File: config.mk
export PLATFORM = sky130hd
export DESIGN_NAME = add_rr_sched
export DESIGN_NICKNAME = d
export VERILOG_FILES = /design/src/rtl/add_sched_pkg.sv /design/src/rtl/rr_arbiter.sv /design/src/rtl/add_rr_sched.sv
export SDC_FILE = /design/constraint.sdc
export NUM_CORES = 1
export LEC_CHECK = 0
export ABC_AREA = 1
export CAP_MARGIN = 40
export CELL_PAD_IN_SITES_DETAIL_PLACEMENT = 1
export CELL_PAD_IN_SITES_GLOBAL_PLACEMENT = 1
export CORE_MARGIN = 5
export CORE_UTILIZATION = 40
export CTS_CLUSTER_SIZE = 24
export DETAILED_ROUTE_END_ITERATION = 6
export GPL_TIMING_DRIVEN = 0
export PLACE_DENSITY_LB_ADDON = 0.1
export SYNTH_ARGS = -nofsm -noshare
export SYNTH_HDL_FRONTEND = slang
export SYNTH_HIERARCHICAL = 1
export SYNTH_SLANG_ARGS = --single-unit
File: constraint.sdc
create_clock -name clk -period 4.6 [get_ports clk]
set_clock_uncertainty 0.1 [all_clocks]
set_input_delay 0.69 -clock clk [delete_from_list [all_inputs] [get_ports clk]]
set_output_delay 0.69 -clock clk [all_outputs]
set_load 0.1 [all_outputs]
File: src/rtl/add_sched_pkg.sv
// Shared types and helpers for the round-robin adder scheduler.
package add_sched_pkg;

  function automatic int id_width(input int n);
    return (n < 2) ? 1 : $clog2(n);
  endfunction

  localparam int SCHED_DATA_W = 16;
  localparam int SCHED_N_REQ  = 4;
  localparam int SCHED_ID_W   = id_width(SCHED_N_REQ);

  // Result entry for the default configuration: DATA_W+1 bit sum tagged with requester index.
  typedef struct packed {
    logic [SCHED_DATA_W:0]   sum;
    logic [SCHED_ID_W-1:0]   id;
  } res_t;

endpackage

File: src/rtl/rr_arbiter.sv
// Round-robin arbiter: searches from ptr upward with wrap, ptr moves past the winner on advance.
module rr_arbiter
  import add_sched_pkg::*;
#(
  parameter  int N_REQ = 4,
  localparam int ID_W  = id_width(N_REQ)
) (
  input  logic             clk,
  input  logic             rst,
  input  logic [N_REQ-1:0] i_req,
  input  logic             i_en,
  input  logic             i_adv,
  output logic [N_REQ-1:0] o_gnt,
  output logic [ID_W-1:0]  o_idx
);

  logic [ID_W-1:0] r_ptr;
  logic [ID_W-1:0] w_cand;
  logic            w_hit;

  // Walk offsets from the far end so the candidate closest to ptr wins last.
  always_comb begin
    w_hit  = 1'b0;
    w_cand = '0;
    o_idx  = '0;
    o_gnt  = '0;
    for (int k = N_REQ - 1; k >= 0; k--) begin
      w_cand = ID_W'((int'(r_ptr) + k) % N_REQ);
      if (i_req[w_cand]) begin
        w_hit = 1'b1;
        o_idx = w_cand;
      end
    end
    if (i_en && w_hit) o_gnt[o_idx] = 1'b1;
  end

  always_ff @(posedge clk) begin
    if (rst) begin
      r_ptr <= '0;
    end else if (i_adv) begin
      r_ptr <= (o_idx == ID_W'(N_REQ - 1)) ? '0 : o_idx + 1'b1;
    end
  end

endmodule

File: src/rtl/add_rr_sched.sv
// Shares one pipelined adder between N_REQ operand streams; results return in issue order via a FWFT FIFO.
module add_rr_sched
  import add_sched_pkg::*;
#(
  parameter  int DATA_W     = 16,
  parameter  int N_REQ      = 4,
  parameter  int PIPE_LAT   = 2,
  parameter  int FIFO_DEPTH = 4,
  localparam int ID_W       = id_width(N_REQ)
) (
  input  logic                    clk,
  input  logic                    rst,
  input  logic [N_REQ*DATA_W-1:0] dinp_a,
  input  logic [N_REQ*DATA_W-1:0] dinp_b,
  input  logic [N_REQ-1:0]        valid,
  output logic [N_REQ-1:0]        ready,
  output logic [DATA_W:0]         out,
  output logic [ID_W-1:0]         out_id,
  output logic                    valid_out,
  input  logic                    ready_out,
  output logic                    busy
);

  localparam int AW = $clog2(FIFO_DEPTH);
  localparam int CW = $clog2(FIFO_DEPTH + 1);

  typedef struct packed {
    logic [DATA_W:0]   sum;
    logic [ID_W-1:0]   id;
  } entry_t;

  function automatic logic [DATA_W:0] widen_sum(input logic [DATA_W-1:0] a,
                                                input logic [DATA_W-1:0] b);
    return {1'b0, a} + {1'b0, b};
  endfunction

  logic [CW-1:0]     r_credits;
  logic              w_en;
  logic              w_issue;
  logic              w_pop;
  logic              w_wr;
  logic              w_empty;
  logic [N_REQ-1:0]  w_gnt;
  logic [ID_W-1:0]   w_idx;
  logic [DATA_W-1:0] w_a_arr [N_REQ];
  logic [DATA_W-1:0] w_b_arr [N_REQ];

  // Credits stand for free FIFO slots not yet claimed by in-flight sums, so the pipe never stalls.
  assign w_en    = !rst && (r_credits != '0);
  assign ready   = w_gnt;
  assign w_issue = |(valid & w_gnt);

  rr_arbiter #(.N_REQ(N_REQ)) u_arb (
    .clk   (clk),
    .rst   (rst),
    .i_req (valid),
    .i_en  (w_en),
    .i_adv (w_issue),
    .o_gnt (w_gnt),
    .o_idx (w_idx)
  );

  always_comb begin
    for (int i = 0; i < N_REQ; i++) begin
      w_a_arr[i] = dinp_a[i*DATA_W +: DATA_W];
      w_b_arr[i] = dinp_b[i*DATA_W +: DATA_W];
    end
  end

  // Stage p0: granted operands summed; later stages are plain delay.
  logic [PIPE_LAT-1:0] r_vld_p;
  entry_t              r_res_p [PIPE_LAT];

  always_ff @(posedge clk) begin
    if (rst) begin
      r_vld_p <= '0;
    end else begin
      r_vld_p[0] <= w_issue;
      for (int s = 1; s < PIPE_LAT; s++) r_vld_p[s] <= r_vld_p[s-1];
    end
  end

  always_ff @(posedge clk) begin
    r_res_p[0] <= '{sum: widen_sum(w_a_arr[w_idx], w_b_arr[w_idx]), id: w_idx};
    for (int s = 1; s < PIPE_LAT; s++) r_res_p[s] <= r_res_p[s-1];
  end

  // Result FIFO: written from the last pipe stage, head shown combinationally.
  entry_t         r_mem [FIFO_DEPTH];
  logic [AW:0]    r_wptr;
  logic [AW:0]    r_rptr;

  assign w_wr      = r_vld_p[PIPE_LAT-1];
  assign w_empty   = (r_wptr == r_rptr);
  assign valid_out = !rst && !w_empty;
  assign w_pop     = valid_out && ready_out;
  assign out       = r_mem[r_rptr[AW-1:0]].sum;
  assign out_id    = r_mem[r_rptr[AW-1:0]].id;
  assign busy      = !rst && (r_credits != CW'(FIFO_DEPTH));

  always_ff @(posedge clk) begin
    if (rst) begin
      r_wptr <= '0;
      r_rptr <= '0;
    end else begin
      if (w_wr)  r_wptr <= r_wptr + 1'b1;
      if (w_pop) r_rptr <= r_rptr + 1'b1;
    end
  end

  always_ff @(posedge clk) begin
    if (w_wr) r_mem[r_wptr[AW-1:0]] <= r_res_p[PIPE_LAT-1];
  end

  always_ff @(posedge clk) begin
    if (rst) begin
      r_credits <= CW'(FIFO_DEPTH);
    end else if (w_issue && !w_pop) begin
      r_credits <= r_credits - 1'b1;
    end else if (!w_issue && w_pop) begin
      r_credits <= r_credits + 1'b1;
    end
  end

  always_ff @(posedge clk) begin
    if (!rst) begin
      assert (!(w_issue && !w_pop && r_credits == '0));
      assert (!(w_pop && !w_issue && r_credits == CW'(FIFO_DEPTH)));
    end
  end

endmodule

# == Word level (Yosys, flattened, before mapping) ==
# Memory sizes are Yosys's and may differ from the RTL's. A register that Yosys moved wholly into a read port is not among the register bits.
# Index checks and enable logic that the tools add are counted.
# op_classes
n_addsub,9
n_lt_le_gt_ge,7
n_eq_ne,3
mux,32
bitwise,2
n_reduce_logical,15
# ops
op,n
binary-select mux 16 bit (select 2 bit),2
2-to-1 mux 16 bit,4
adder 16 x 16 -> 17 bit,1
< comparator 2 x 3 -> 1 bit (second input constant),5
2-to-1 mux 2 bit,7
2-to-1 mux 1 bit,11
adder 3 x 1 -> 3 bit (second input constant),3
binary-select mux 1 bit (select 2 bit),4
logical AND 1 bit,8
2-to-1 mux 3 bit,2
adder 2 x 1 -> 2 bit (second input constant),2
adder 2 bit (second input constant),2
bitwise AND 4 bit,1
zero test 1 bit,4
2-to-1 mux 4 bit,1
OR reduction 4 bit,1
== test 3 bit,1
>= comparator 3 bit (second input constant),1
inequality test 3 bit (second input constant),1
inverter 2 -> 3 bit,1
nonzero test 3 bit,1
subtractor 3 x 1 -> 3 bit (second input constant),1
demux 1 bit (select 2 bit),1
== test 2 bit (second input constant),1
2 further kinds,2
# totals
ff_bits,13
ram_bits,114
input_bits,135
output_inout_bits,25
elab_cells,75
memories,2
# memory_table
name,depth,width,read_ports,rd_ports_with_merged_regs,wr,line_no,text
r_mem,4,19,1,1,1,add_rr_sched.sv:89,entry_t r_mem [FIFO_DEPTH];
r_res_p,2,19,2,0,2,add_rr_sched.sv:72,entry_t r_res_p [PIPE_LAT];

# == Depth between registers and ports, before layout ==
# logic_depth
depth_word,18
ltp_mapped,25
ltp_nobuf,23

# == Cells and area by module ==
# The synthesis kept the hierarchy.
# by_module_without_submodules
mod,n_inst,cells_each,area_each_um2,seq_area_each_um2
add_rr_sched,1,673,6028.3,3303.2
rr_arbiter,1,67,387.9,40.0

# == Least setup slack after synthesis ==
# No wires, ideal clock.
# synth_path
path_type,input -> register
startpoint,input port valid[3]
endpoint,register r_credits[2]
setup_time_ps,123
arrival_ps,4185
required_time_ps,4377
path_slack_ps,192
stages,19
n_path_buf,0
cell_sequence,inv_1 -> o21ai_2 -> nand2_1 -> nand2_1 -> a21oi_1 -> o21ai_2 -> ha_1 -> inv_1 -> nor2_1 -> a22o_1 -> inv_1 -> nand2_1 -> ha_1 -> inv_1 -> fa_1 -> nor2_1 -> nor2_1 -> a21oi_1 -> o21ai_0
# synth_between
elab_chain_len,16
word_cells_on_any_way,30
classes_between,2 x order compare; 20 x mux; 1 x bitwise; 7 x reduce/logical
# synth_lines
element,line_no,text
from (decl),add_rr_sched.sv:15,"input logic [N_REQ-1:0] valid,"
binary-select mux 1 bit (select 2 bit),rr_arbiter.sv:29,if (i_req[w_cand]) begin
2-to-1 mux 1 bit (implied by the code),rr_arbiter.sv:29,
2-to-1 mux 2 bit (3 in a row),rr_arbiter.sv:29,
2-to-1 mux 2 bit *,rr_arbiter.sv:29,
via w_idx[1],add_rr_sched.sv:44,logic [ID_W-1:0] w_idx;
< comparator 2 x 3 -> 1 bit (implied by the code) / >= comparator 2 x 1 -> 1 bit (equally long branches),rr_arbiter.sv:34,if (i_en && w_hit) o_gnt[o_idx] = 1'b1;
logical AND 1 bit (implied by the code),rr_arbiter.sv:34,
2-to-1 mux 1 bit (implied by the code),rr_arbiter.sv:34,
demux 1 bit (select 2 bit) *,--,
2-to-1 mux 4 bit *,rr_arbiter.sv:34,
via ready[2],add_rr_sched.sv:16,"output logic [N_REQ-1:0] ready,"
bitwise AND 4 bit *,add_rr_sched.sv:51,assign w_issue = |(valid & w_gnt);
OR reduction 4 bit *,add_rr_sched.sv:51,
via w_issue,add_rr_sched.sv:39,logic w_issue;
zero test 1 bit,add_rr_sched.sv:120,end else if (!w_issue && w_pop) begin
logical AND 1 bit,add_rr_sched.sv:120,
nonzero test 2 bit (no line),--,
to (signal assigned),add_rr_sched.sv:117,r_credits <= CW'(FIFO_DEPTH);
to (signal assigned),add_rr_sched.sv:119,r_credits <= r_credits - 1'b1;
to (signal assigned),add_rr_sched.sv:121,r_credits <= r_credits + 1'b1;
to (decl),add_rr_sched.sv:37,logic [CW-1:0] r_credits;
# The timed path passes the listed nets; every way through them passes the cells marked *. The select of a mux whose other input is x is not followed.
# A chain may end at the register's enable or synchronous reset.

# == Worst setup path after layout ==
# layout_path
startpoint,input port valid[3]
endpoint,output port ready[3]
# layout_between
elab_chain_len,11
word_cells_on_any_way,23
classes_between,2 x order compare; 19 x mux; 2 x reduce/logical
# layout_lines
element,line_no
binary-select mux 1 bit (select 2 bit),rr_arbiter.sv:29
2-to-1 mux 1 bit (implied by the code),rr_arbiter.sv:29
2-to-1 mux 2 bit (3 in a row),rr_arbiter.sv:29
2-to-1 mux 2 bit *,rr_arbiter.sv:29
via w_idx[1],add_rr_sched.sv:44
< comparator 2 x 3 -> 1 bit (implied by the code) / >= comparator 2 x 1 -> 1 bit (equally long branches),rr_arbiter.sv:34
logical AND 1 bit (implied by the code),rr_arbiter.sv:34
2-to-1 mux 1 bit (implied by the code),rr_arbiter.sv:34
demux 1 bit (select 2 bit) *,--
2-to-1 mux 4 bit *,rr_arbiter.sv:34
to (decl),add_rr_sched.sv:16
# Marks and branches as above.

==> metrics.md <==
| Metric | Value |
|---|---|
| Initial antenna violation count | 0 |
| # DRC | 0 |
| Unique cell type count in the Yosys netlist | 36 |
| Synth warn | 6 |
| Status | finished, final reports clean |
| Worst path arrival time | 3.28 ns |
| Post-synth EDFFs | 76 |
| TNS Setup | 0 ns |
| RSZ-0062 raised after global routing | false |
| Rows | 46 |
| Vias in the first global route | 6884 |
| Overall routing resource usage | 0.252 |
| Avg Inst Size Synth | 8.67 um2 |
| Post-route setup slack | 0.527 ns |
| Routed vias/inst | 5.24 |
| Layout cell share with drive strength beyond 1 | 0.0958 |
| Slowest cell on the critical path | clkdlybuf4s50_1 |
| Startpoint Class | input port |
| Max cap viols | 0 |
| Die height | 137 um |
| Worst Max-Slew Pin Slew | 0.540 ns |
| Final net count | 1110 |
| CTS tree | yes |
| Hold-fix buffers at CTS | 0 |
| Dpl hpwl | 17000 um |
| Mapped cell area | 6420 um2 |
| Clk_lat worst skew | 0.42 ns |
| Worst path required time | 3.81 ns |
| Final setup fails | 0 |
| Initial Util | 0.405 |
| Synth Net Count | 903 |
| Clk root buf | clkbuf_16 |
| Detailed Route Iter0 Violations | 314 |
| Syn Inst Count | 740 |
| Dpl cell area | 8760 um2 |
| CTS Buf Count | 17 |
| First-pass DRT Iterations | 5 |
| Deepest clock path buffer count | 2 |
| Worst Setup End Kind | output port |
| Vias | 6162 |
| Core area | 15800 um2 |
| Register-to-register setup slack | 0.97 ns |
| Gr ovfl total | 0 |
| Post-route ant nets | 0 |
| Die width | 137 um |
| Crit share post-route | 0.885 |
| CP Cell Sequence | clkdlybuf4s50_1 -> inv_1 -> o21ai_2 -> nand2_1 -> nand2_1 -> a21oi_1 -> o21ai_2 -> ha_1 -> inv_1 -> nor2_1 -> clkdlybuf4s50_1 -> buf_8 |
| Critical path class | in2out |
| Htree depth | 4 |
| Fraction of registers with async set/reset | 0 |
| Largest net degree at the start of global routing | 19 |
| Post-CTS setup buffer count | 0 |
| I/O pin count | 160 |
| Routed WL per cell | 19.3 um |
| Count of state elements after synthesis | 129 |
| Worst Path Max Fanout | 10 |
| Final Hold Viols | 0 |
| N_diodes | 0 |
| PortBufs | 159 |
| Clock Sinks | 129 |
| Post-CTS Resized | 0 |
| Ys flop type | edfxtp_1 |
| Die area | 18700 um2 |
| Routed wire length | 22700 um |
| Placer Congestion | 0.913 |
| First-pass GRT wire length | 36300 um |
| Worst min path class | reg2reg |
| Most frequent cells in the layout | clkdlybuf4s50_1, nor2_1, nand2_1 |
| Max Fclk | 0.246 GHz |
| Post-synthesis sequential area ratio | 0.521 |
| Fin Hold WS | 0.225 ns |
| CP max stage delay | 0.54 ns |
| Layout area overhead | 45.0% |
| Finished Cell Area | 9300 um2 |
| Commonest non-fill, non-tap cell in the layout | clkdlybuf4s50_1 |
| Post-Place Worst Slack | 0.221 ns |
| Crit path time final | 4.07 ns |
| Slew Viols, Final | 0 |
| Relative slew slack | 0.640 |
| Clock transition at the registers of the reported paths | 0.05 ns |
[kinds of logic (layout without fill, tap and decap cells)]
kind of cell / count (synthesis) / count (layout) / share of synthesized area
simple gates: 276 / 276 / 0.175
xor+xnor: 11 / 11 / 0.0150
buf+inv: 107 / 327 / 0.0692
compound gates: 189 / 189 / 0.163
flops: 129 / 129 / 0.521
fa+ha+maj: 28 / 28 / 0.0569
[synth_stat cells, types with 2 or more instances]
| library cell | n | area [um2] |
|---|---|---|
| nand2_1 | 120 | 450 |
| a22o_1 | 2 | 17.5 |
| ha_1 | 26 | 325 |
| o21ai_0 | 104 | 521 |
| buf_4 | 2 | 15.0 |
| o22ai_1 | 51 | 319 |
| nand3b_1 | 2 | 15.0 |
| a31oi_1 | 3 | 18.8 |
| buf_2 | 17 | 85.1 |
| inv_1 | 73 | 274 |
| clkbuf_1 | 10 | 37.5 |
| o21ai_2 | 3 | 26.3 |
| nor2_1 | 123 | 462 |
| edfxtp_1 | 76 | 2280 |
| dfxtp_1 | 53 | 1060 |
| a21oi_1 | 18 | 90.1 |
| nor3_1 | 3 | 15.0 |
| inv_4 | 2 | 12.5 |
| fa_1 | 2 | 40.0 |
| nand3_2 | 5 | 50.1 |
| nand4_1 | 2 | 12.5 |
| nand3_1 | 16 | 80.1 |
| o21ai_1 | 5 | 25.0 |
| xnor2_1 | 5 | 43.8 |
| xor2_1 | 6 | 52.6 |
[critical path, delay by kind of cell]
family / cells / cell delay (ns)
compound gates: 3 / 0.65
fa+ha+maj: 1 / 0.24
buf+inv: 5 / 1.36
simple gates: 3 / 0.34
[layer usage]
layer | share of wire | global-route usage
met5 | 0 | 0
met4 | 0.023 | 0.0896
met3 | 0.054 | 0.0614
met2 | 0.50 | 0.439
met1 | 0.42 | 0.302
[path summary, 6_finish.rpt]
check	startpoint	endpoint	cells past startpoint
hold reg to reg	r_res_p[0][6]	r_res_p[0][25]	0
setup / recovery	valid[3]	ready[3]	12
hold / removal	r_res_p[0][6]	r_res_p[0][25]	0
setup reg to reg	u_arb/r_ptr[0]	r_res_p[0][16]	18
[flip-flops by register name, indices dropped and copies added, names as in the netlist, named ones only]
register	cells
r_credits	3
r_wptr	3
r_res_p	38
r_rptr	3
r_vld_p	2
r_mem	76
u_arb/r_ptr	2
[final cells by class]
type                    count  area, um2
well taps                 216        270
repair buffers            188       2080
multi-input cells         504       2630
clock buffers              20        447
flip-flops and latches    129       3340
plain buffers              31        154
clock inverters            12       92.6
fillers                  1776       6530
inverters                  76        290
[through the flow]
step                       util  instances
after floorplan               -        740
after global placement    0.523       1115
after detailed placement  0.554       1144
after CTS                 0.588       1176
after global routing      0.588       1176
final                     0.588       1176
Power is left out: the tool's default activity adds up to more than one toggle a clock period on the data nets, which glitch-free logic cannot reach.
